`config.mk`:
```
export PLATFORM = sky130hd
export DESIGN_NAME = dht11_poll_ctrl
export DESIGN_NICKNAME = d
export VERILOG_FILES = /design/src/rtl/dht11_pkg.sv /design/src/rtl/ms_down_timer.sv /design/src/rtl/dht11_poll_ctrl.sv
export SDC_FILE = /design/constraint.sdc
export NUM_CORES = 1
export LEC_CHECK = 0
export CORE_ASPECT_RATIO = 1.75
export CORE_MARGIN = 2
export CORE_UTILIZATION = 40
export DETAILED_ROUTE_END_ITERATION = 10
export HOLD_SLACK_MARGIN = 0.1
export PLACE_DENSITY = 0.61
export SLEW_MARGIN = 20
export SYNTH_ARGS = -nofsm -noshare
export SYNTH_HDL_FRONTEND = slang
export SYNTH_SLANG_ARGS = --single-unit
```
`constraint.sdc`:
```
create_clock -name clk -period 2.35 [get_ports clk]
set_clock_uncertainty 0.05 [all_clocks]
set_input_delay 0.47 -clock clk [delete_from_list [all_inputs] [get_ports clk]]
set_output_delay 0.47 -clock clk [all_outputs]
set_load 0.01 [all_outputs]
```
`src/rtl/dht11_pkg.sv`:
```
// Shared types, timing defaults and helpers for the DHT11 polling controller.
package dht11_pkg;

  typedef enum logic [2:0] {
    StPowerup  = 3'd0,
    StIdle     = 3'd1,
    StStart    = 3'd2,
    StWaitResp = 3'd3,
    StGap      = 3'd4
  } state_e;

  localparam int unsigned TimerW        = 12;
  localparam int unsigned PowerupMsDef  = 1000;
  localparam int unsigned PeriodMsDef   = 2000;
  localparam int unsigned TimeoutMsDef  = 100;
  localparam int unsigned MaxRetryDef   = 3;
  localparam int unsigned RetryGapMsDef = 1100;
  localparam int unsigned MaxStepDef    = 10;

  function automatic logic [7:0] abs_diff8(input logic [7:0] a, input logic [7:0] b);
    return (a >= b) ? (a - b) : (b - a);
  endfunction

endpackage

```
`src/rtl/ms_down_timer.sv`:
```
// Loadable millisecond down-counter; expired_o is high while the count sits at zero.
module ms_down_timer
  import dht11_pkg::*;
#(
  parameter logic [TimerW-1:0] ResetVal = '0
) (
  input  logic              clk,
  input  logic              rst_n,
  input  logic              tick_i,
  input  logic              load_i,
  input  logic [TimerW-1:0] load_val_i,
  output logic              expired_o
);

  logic [TimerW-1:0] cnt_d, cnt_q;

  // A load wins over a coincident tick.
  always_comb begin
    cnt_d = cnt_q;
    if (load_i) begin
      cnt_d = load_val_i;
    end else if (tick_i && (cnt_q != '0)) begin
      cnt_d = cnt_q - TimerW'(1);
    end
  end

  always_ff @(posedge clk or negedge rst_n) begin
    if (!rst_n) begin
      cnt_q <= ResetVal;
    end else begin
      cnt_q <= cnt_d;
    end
  end

  assign expired_o = (cnt_q == '0);

endmodule

```
`src/rtl/dht11_poll_ctrl.sv`:
```
// Periodic/manual DHT11 poll scheduler with timeout, retry and last-good latching.
// Optional spike rejection is built when DHT11_SPIKE_REJECT_EN is defined.
module dht11_poll_ctrl
  import dht11_pkg::*;
#(
  parameter int unsigned PowerupMs  = PowerupMsDef,
  parameter int unsigned PeriodMs   = PeriodMsDef,
  parameter int unsigned TimeoutMs  = TimeoutMsDef,
  parameter int unsigned MaxRetry   = MaxRetryDef,
  parameter int unsigned RetryGapMs = RetryGapMsDef,
  parameter int unsigned MaxStep    = MaxStepDef
) (
  input  logic       clk,
  input  logic       rst_n,
  input  logic       tick_ms_i,
  input  logic       enable_i,
  input  logic       manual_start_i,
  output logic       drv_start_o,
  input  logic       drv_done_i,
  input  logic       drv_err_i,
  input  logic [7:0] drv_humid_i,
  input  logic [7:0] drv_temp_i,
  output logic [7:0] humid_out_o,
  output logic [7:0] temp_out_o,
  output logic       valid_o,
  output logic       stale_o,
  output logic [7:0] err_count_o,
  output logic       busy_o
);

  localparam logic [TimerW-1:0] PowerupVal  = TimerW'(PowerupMs);
  localparam logic [TimerW-1:0] PeriodVal   = TimerW'(PeriodMs);
  localparam logic [TimerW-1:0] TimeoutVal  = TimerW'(TimeoutMs);
  localparam logic [TimerW-1:0] RetryGapVal = TimerW'(RetryGapMs);
  localparam logic [2:0]        RetryMax    = 3'(MaxRetry);

  state_e            state_d, state_q;
  logic [2:0]        retry_d, retry_q;
  logic [7:0]        humid_d, humid_q;
  logic [7:0]        temp_d, temp_q;
  logic              valid_d, valid_q;
  logic              stale_d, stale_q;
  logic [7:0]        err_cnt_d, err_cnt_q;
  logic              phase_load, phase_exp;
  logic [TimerW-1:0] phase_val;
  logic              period_load, period_exp;
  logic              accept, fail;
  logic [2:0]        retry_inc;

  ms_down_timer #(
    .ResetVal (PowerupVal)
  ) u_phase_timer (
    .clk        (clk),
    .rst_n      (rst_n),
    .tick_i     (tick_ms_i),
    .load_i     (phase_load),
    .load_val_i (phase_val),
    .expired_o  (phase_exp)
  );

  // Period timer resets to zero so the first poll after power-up is immediate.
  ms_down_timer #(
    .ResetVal ('0)
  ) u_period_timer (
    .clk        (clk),
    .rst_n      (rst_n),
    .tick_i     (tick_ms_i),
    .load_i     (period_load),
    .load_val_i (PeriodVal),
    .expired_o  (period_exp)
  );

  assign retry_inc = retry_q + 3'd1;

`ifdef DHT11_SPIKE_REJECT_EN
  localparam logic [7:0] MaxStepVal = 8'(MaxStep);
  logic spike;
  // The last attempt of a cycle always accepts so real steps are not locked out.
  assign spike = valid_q && (retry_inc < RetryMax) &&
                 ((abs_diff8(drv_humid_i, humid_q) > MaxStepVal) ||
                  (abs_diff8(drv_temp_i, temp_q) > MaxStepVal));
`else
  logic spike;
  logic unused_max_step;
  assign spike           = 1'b0;
  assign unused_max_step = ^MaxStep;
`endif

  always_comb begin
    state_d     = state_q;
    retry_d     = retry_q;
    humid_d     = humid_q;
    temp_d      = temp_q;
    valid_d     = valid_q;
    stale_d     = stale_q;
    err_cnt_d   = err_cnt_q;
    phase_load  = 1'b0;
    phase_val   = TimeoutVal;
    period_load = 1'b0;
    accept      = 1'b0;
    fail        = 1'b0;

    unique case (state_q)
      StPowerup: begin
        if (phase_exp) state_d = StIdle;
      end
      StIdle: begin
        if (manual_start_i || (period_exp && enable_i)) state_d = StStart;
      end
      StStart: begin
        phase_load  = 1'b1;
        phase_val   = TimeoutVal;
        period_load = (retry_q == 3'd0);
        state_d     = StWaitResp;
      end
      StWaitResp: begin
        if (drv_err_i) begin
          fail = 1'b1;
        end else if (drv_done_i) begin
          fail   = spike;
          accept = !spike;
        end else if (phase_exp) begin
          fail = 1'b1;
        end
      end
      StGap: begin
        if (phase_exp) state_d = StStart;
      end
      default: state_d = StIdle;
    endcase

    if (accept) begin
      humid_d = drv_humid_i;
      temp_d  = drv_temp_i;
      valid_d = 1'b1;
      stale_d = 1'b0;
      retry_d = 3'd0;
      state_d = StIdle;
    end

    if (fail) begin
      if (err_cnt_q != 8'hFF) err_cnt_d = err_cnt_q + 8'd1;
      if (retry_inc < RetryMax) begin
        retry_d    = retry_inc;
        phase_load = 1'b1;
        phase_val  = RetryGapVal;
        state_d    = StGap;
      end else begin
        stale_d = 1'b1;
        retry_d = 3'd0;
        state_d = StIdle;
      end
    end
  end

  always_ff @(posedge clk or negedge rst_n) begin
    if (!rst_n) begin
      state_q   <= StPowerup;
      retry_q   <= 3'd0;
      humid_q   <= 8'd0;
      temp_q    <= 8'd0;
      valid_q   <= 1'b0;
      stale_q   <= 1'b0;
      err_cnt_q <= 8'd0;
    end else begin
      state_q   <= state_d;
      retry_q   <= retry_d;
      humid_q   <= humid_d;
      temp_q    <= temp_d;
      valid_q   <= valid_d;
      stale_q   <= stale_d;
      err_cnt_q <= err_cnt_d;
    end
  end

  // Decoded straight from state so reset drops the pulse without waiting for a clock.
  assign drv_start_o = (state_q == StStart);
  assign busy_o      = (state_q == StStart) || (state_q == StWaitResp) || (state_q == StGap);
  assign humid_out_o = humid_q;
  assign temp_out_o  = temp_q;
  assign valid_o     = valid_q;
  assign stale_o     = stale_q;
  assign err_count_o = err_cnt_q;

endmodule

```
* After elaboration in Yosys (flattened, before gate mapping)
Index checks and enable logic that the tools add are counted.
** Storage, ports and cells
- Flip-flop bits (word level) :: 56
- Input bits :: 23
- Output and inout port bits :: 28
- Logic and storage cells :: 70
** Operators by class
- Add/subtract/negate cells :: 4
- Magnitude comparators :: 1
- Equality and inequality tests :: 9
- Multiplexer cells :: 30
- Reductions and logical operators :: 17
** Operator list (count)
- 12-bit two-way mux :: 4
- 3-bit two-way mux :: 9
- 12-bit logical NOT :: 2
- 12-bit nonzero test :: 2
- 12-bit by 1-bit subtractor with 12-bit output (second input constant) :: 2
- 11-bit two-way mux :: 2
- 3-bit one-hot mux with 5 select lines :: 1
- 1-bit two-way mux :: 14
- 4-bit inequality test (second input constant) :: 3
- 8-bit by 1-bit adder with 8-bit output (second input constant) :: 1
- 8-bit inequality test (second input constant) :: 1
- 3-bit by 2-bit equality test with 1-bit output (second input constant) :: 2
- 3-bit logical NOT :: 2
- 2-bit nonzero test :: 3
- 4-bit AND reduction :: 1
- 3-bit by 1-bit adder with 3-bit output (second input constant) :: 1
- 3-bit by 1-bit equality test with 1-bit output (second input constant) :: 1
- 3-bit equality test (second input constant) :: 1
- 1-bit logical AND :: 3
- 1-bit logical OR :: 3
- 3-bit by 2-bit < comparator with 1-bit output (second input constant) :: 1
- 3-bit inequality test (second input constant) :: 1
- 2-bit AND reduction :: 1

* Depth between registers and ports, before layout
Gate-level depths: netlist of the first run.
- Depth after elaboration :: 7
- Depth in mapped cells :: 8
- Gate-level depth less buffers :: 7

* Modules after synthesis
From an unflattened synthesis of the first run, not the netlist that was laid out.
** Second synthesis, totals
- Cell total of the unflattened synthesis :: 297
- Area, all modules :: 3098.0 um^2
** By module, submodules not included
- dht11_poll_ctrl :: instances 1, cells each 119, area an instance 1493.9 um^2, seq. area each 800.8 um^2
- ms_down_timer at u_phase_timer :: instances 1, cells each 89, area an instance 805.8 um^2, seq. area each 307.8 um^2
- ms_down_timer at u_period_timer :: instances 1, cells each 89, area an instance 798.3 um^2, seq. area each 300.3 um^2

* Least setup slack after synthesis of the first run
No wires, ideal clock.
- Kind :: flip-flop to flip-flop
- Start point :: register u_period_timer.cnt_q[0]
- End point :: register u_period_timer.cnt_q[3]
- Setup time :: 0.145 ns
- Arrival time :: 1.726 ns
- Data required time :: 2.155 ns
- Slack :: 0.429 ns
- Cell stages (with the launch flop) :: 9
- Buffers on the path :: 1
- Period minus slack after synthesis :: 1.921 ns
- Cell sequence :: dfrtp_1 inv_1 ha_1 nor4b_1 a31o_2 buf_2 or4_1 xor2_1 nor2_1
** On the way
- Longest elaborated chain between the ends :: 3
- Elaborated cells on any way between the ends :: 6
- Classes of those cells :: add/sub (1); mux (2); reduce/logical (3)
** RTL lines
- from (decl) :: line ms_down_timer.sv:15 : logic [TimerW-1:0] cnt_d, cnt_q;
- from (signal assigned) :: line ms_down_timer.sv:29 : cnt_q <= ResetVal;
- from (signal assigned) :: line ms_down_timer.sv:31 : cnt_q <= cnt_d;
- 12-bit by 1-bit subtractor with 12-bit output / 12-bit nonzero test (equally long branches) :: line ms_down_timer.sv:23, ms_down_timer.sv:22
- 12-bit two-way mux / 1-bit logical AND (equally long branches) :: line ms_down_timer.sv:22 : end else if (tick_i && (cnt_q != '0)) begin
- 12-bit two-way mux / 2-bit nonzero test (equally long branches)
Parallel ways exist; a longest one is shown, timed or not. The select of a mux whose other input is x is not followed.
A chain may end at the register's enable or synchronous reset.

* Worst setup path after layout of the first run
- Start point :: register state_q[0]
- End point :: output busy_o
** On the way
- Longest elaborated chain between the ends :: 3
- Elaborated cells on any way between the ends :: 5
- Classes of those cells :: eq/ne (3); reduce/logical (2)
** RTL lines
- from (decl) :: line dht11_poll_ctrl.sv:37 : state_e state_d, state_q;
- from (signal assigned) :: line dht11_poll_ctrl.sv:158 : state_q <= StPowerup;
- from (signal assigned) :: line dht11_poll_ctrl.sv:166 : state_q <= state_d;
- 3-bit by 2-bit equality test with 1-bit output :: line dht11_poll_ctrl.sv:178 : assign busy_o = (state_q == StStart) || (state_q == StWaitResp) || (state_q == StGap);
- 1-bit logical OR :: line dht11_poll_ctrl.sv:178
- 1-bit logical OR * :: line dht11_poll_ctrl.sv:178
- to (decl) :: line dht11_poll_ctrl.sv:28 : output logic busy_o
Every way passes the cells marked *; elsewhere a longest branch is shown, timed or not.

==> flow_metrics.py, run 1 <==
metrics = {
    "place": {
        "postPlaceCellArea_um2": 3440,
        "io_buffers": 50,
        "gp_congestion": 0.766,
        "place_hpwl_um": 4300,
    },
    "clocking": {
        "htreeDepth": 2,
        "tritoncts": "yes",
        "cts_buffers": 5,
        "ctsHoldBuffers": 0,
        "clk_pin_slew_ps": 70,
        "post_cts_buffers": 0,
        "root_buffer": "clkbuf_16",
        "cts_resized": 0,
        "cts_sinks": 56,
        "clk_latency_ps": 290,
        "clockBufferDepth": 2,
    },
    "floorplanning": {
        "ios": 51,
        "initial_core_util_pct": 40.7,
        "num_rows": 40,
        "die_y_um": 114,
        "die-area_um2": 7570,
        "core_area_um2": 6760,
        "die_x_um": 66.7,
    },
    "finish": {
        "syn_to_final_growth_pct": 30.8,
        "diodes": 0,
        "design_area_um2": 3590,
        "drive_gt1_share_pct": 16.5,
        "final_core_util_pct": 53.2,
        "final_nets": 350,
        "layout_commonest_cell": "dfrtp_1",
        "layout_common_cells": "dfrtp_1, clkdlybuf4s50_1, nor2_1",
    },
    "detailed_routing": {
        "post_drt_wl_per_cell_um": 14.6,
        "via_count": 2100,
        "drc": 0,
        "routed_wl_um": 5910,
        "viasPerCell": 5.19,
        "firstDrtPassIters": 4,
        "drtIter0Drc": 65,
        "drtAntennaViolNets": 0,
    },
    "logic_synthesis": {
        "syn_avg_cell_area_um2": 10.8,
        "synth_edf_count": 0,
        "ys.flop_type": "dfrtp_1",
        "synth_warnings": 0,
        "synthArstFlopShare_pct": 100,
        "seq_area_frac_synth_pct": 51.3,
        "synthCells": 254,
        "synth_area_um2": 2750,
        "yosysUniqueCellTypes": 49,
        "synth_fp_nets": 284,
        "ys_ff_latch": 56,
    },
    "worst_setup_path": {
        "cp-start-kind": "register",
        "endpoint_kind": "output port",
        "path_class": "register to output port",
        "crit_fanout": 7,
        "crit_start": "state_q[0]",
        "required_ps": 1830,
        "cp.arrival_ps": 1600,
        "r2r-start": "u_period_timer.cnt_q[0]",
    },
    "grt": {
        "grt_pass1_wl_um": 10200,
        "grt_usage_pct": 17.6,
        "grt_pass1_vias": 2216,
        "grt_overflow": 0,
        "antenna_found_initial": 0,
        "grt_start_max_net_pins": 57,
    },
    "power_and_ir_drop": {
        "p_per_area_nw_per_um2": 1110,
        "pwr-share-clk_pct": 18.9,
        "switching_power_mw": 1.36,
        "pwr-share-seq_pct": 41.1,
        "intPower_mw": 2.62,
        "p_comb_share_pct": 40.0,
        "leakage_nw": 1.49,
        "total_power_mw": 3.98,
        "irDropWorstVdd_uv": 780,
        "swShare_pct": 34.1,
    },
    "timing": {
        "finalMaxSlewViolations": 0,
        "worst_pin_slew_ps": 519,
        "slew_headroom_pct": 65.1,
        "fin_crit_sh_pct": 90.3,
        "rsz0062_at_grt": "false",
        "totalNegativeSetupSlack_ps": 0,
        "finalHoldViolations": 0,
        "period_needed_ps": 2120,
        "whs_ps": 115,
        "fmax_ghz": 0.471,
        "setup_violations": 0,
    },
    "run_status": {
        "run_status": "complete, no violations",
    },
    "flow_run": {
        "cap_violations": 0,
    },
    "hold_path": {
        "hold_class": "input port to asynchronous set/reset pin",
    },
}
-- power by group through the flow --
stage	combinational [mW]	sequential (mW)	clock, mW
2_1_floorplan	0.805	1.68	0
3_3_place_gp	1.59	1.65	0
3_5_place_dp	1.62	1.65	0
4_1_cts	1.63	1.64	0.780
5_1_grt	1.77	1.69	0.830
6_report	1.59	1.64	0.751
-- path summary, 6_finish.rpt --
check | end | slack (ps) | depth (start not counted)
min in group clk | valid_o | 410 | 1
worst min-delay path | humid_out_o[5] | 110 | 2
max in group asynchronous | u_phase_timer.cnt_q[9] | 1820 | 2
worst max-delay path | busy_o | 230 | 4
worst min register to register | valid_o | 410 | 1
worst max register to register | u_period_timer.cnt_q[3] | 360 | 8
-- Yosys cell counts, types with 2 or more instances --
cell / count / area [µm²]
or3_1: 3 / 18.8
dfstp_2: 6 / 158
nor4_1: 3 / 18.8
and3_1: 2 / 12.5
buf_2: 2 / 10.0
nand4b_1: 4 / 35.0
nor3_1: 6 / 30.0
ha_1: 7 / 87.6
nand2_2: 2 / 12.5
inv_1: 12 / 45.0
or4_1: 2 / 15.0
nand4_1: 2 / 12.5
clkbuf_1: 2 / 7.51
xor2_1: 15 / 131
and2_1: 2 / 12.5
mux2_2: 17 / 191
a21oi_1: 6 / 30.0
o21ai_0: 7 / 35.0
nor2_1: 28 / 105
xnor2_1: 9 / 78.8
nand2b_1: 2 / 12.5
dfrtp_1: 50 / 1250
nand3b_1: 2 / 15.0
nand2_1: 20 / 75.1
nor3b_1: 3 / 22.5
nor4_2: 2 / 25.0
nor2b_1: 2 / 12.5
a31oi_1: 7 / 43.8
nand3_1: 9 / 45.0
-- layer usage --
layer	GRT usage (%)	vias up	part of all wire, %
li1	-	1027	-
met1	19.3	1031	39
met2	32.2	36	56
met3	4.34	6	3.8
met4	5.71	0	1.5
met5	0	-	0
-- final cells by class --
cell class	instances	area (µm²)
Timing Repair Buffer	63	608
Tap cell	84	105
Inverter	12	45.0
Sequential cell	56	1410
Clock buffer	6	139
Clock inverter	2	10.0
Fill cell	627	3160
Multi-Input combinational cell	182	1280
-- registers in the layout, summed over array words and instances (netlist names) --
| signal | cells |
|---|---|
| u_period_timer.cnt_q | 12 |
| u_phase_timer.cnt_q | 12 |
| err_count_o | 8 |
| humid_out_o | 8 |
| temp_out_o | 8 |
| retry_q | 3 |
| state_q | 3 |
| stale_o | 1 |
| valid_o | 1 |
-- cell families after synthesis --
kind of cell	share of synthesized area, %
muxes	7.33
DFF	51.3
adders and majority gates	3.19
buffers and inverters	2.28
AOI/OAI and AO/OA	8.61
and+or+nand+nor	19.7
xor gates and xnor gates	7.65
-- through the flow --
step	cells	setup WS [ps]
detailed placement	397	55.5
CTS	405	13.7
floorplan	254	429
global route	405	145
finish	405	227
global placement	397	68.0
-- critical path: stages, from the launching register on --
cell,delay [ps]
dfrtp_1,440
nor2_1,130
nand2_1,80
o21ai_0,100
clkdlybuf4s50_1,570
Note: power is estimated with default switching activity, not from simulation.
==> run 2, diff against run 1 <==
--- a/config.mk
+++ b/config.mk
@@ -11,6 +11,7 @@
 export DETAILED_ROUTE_END_ITERATION = 10
 export HOLD_SLACK_MARGIN = 0.1
 export PLACE_DENSITY = 0.61
+export SKIP_CTS_REPAIR_TIMING = 1
 export SLEW_MARGIN = 20
 export SYNTH_ARGS = -nofsm -noshare
 export SYNTH_HDL_FRONTEND = slang
==> results of run 2 <==
No change in the layout: final DEF, timing and power equal those of run 1.
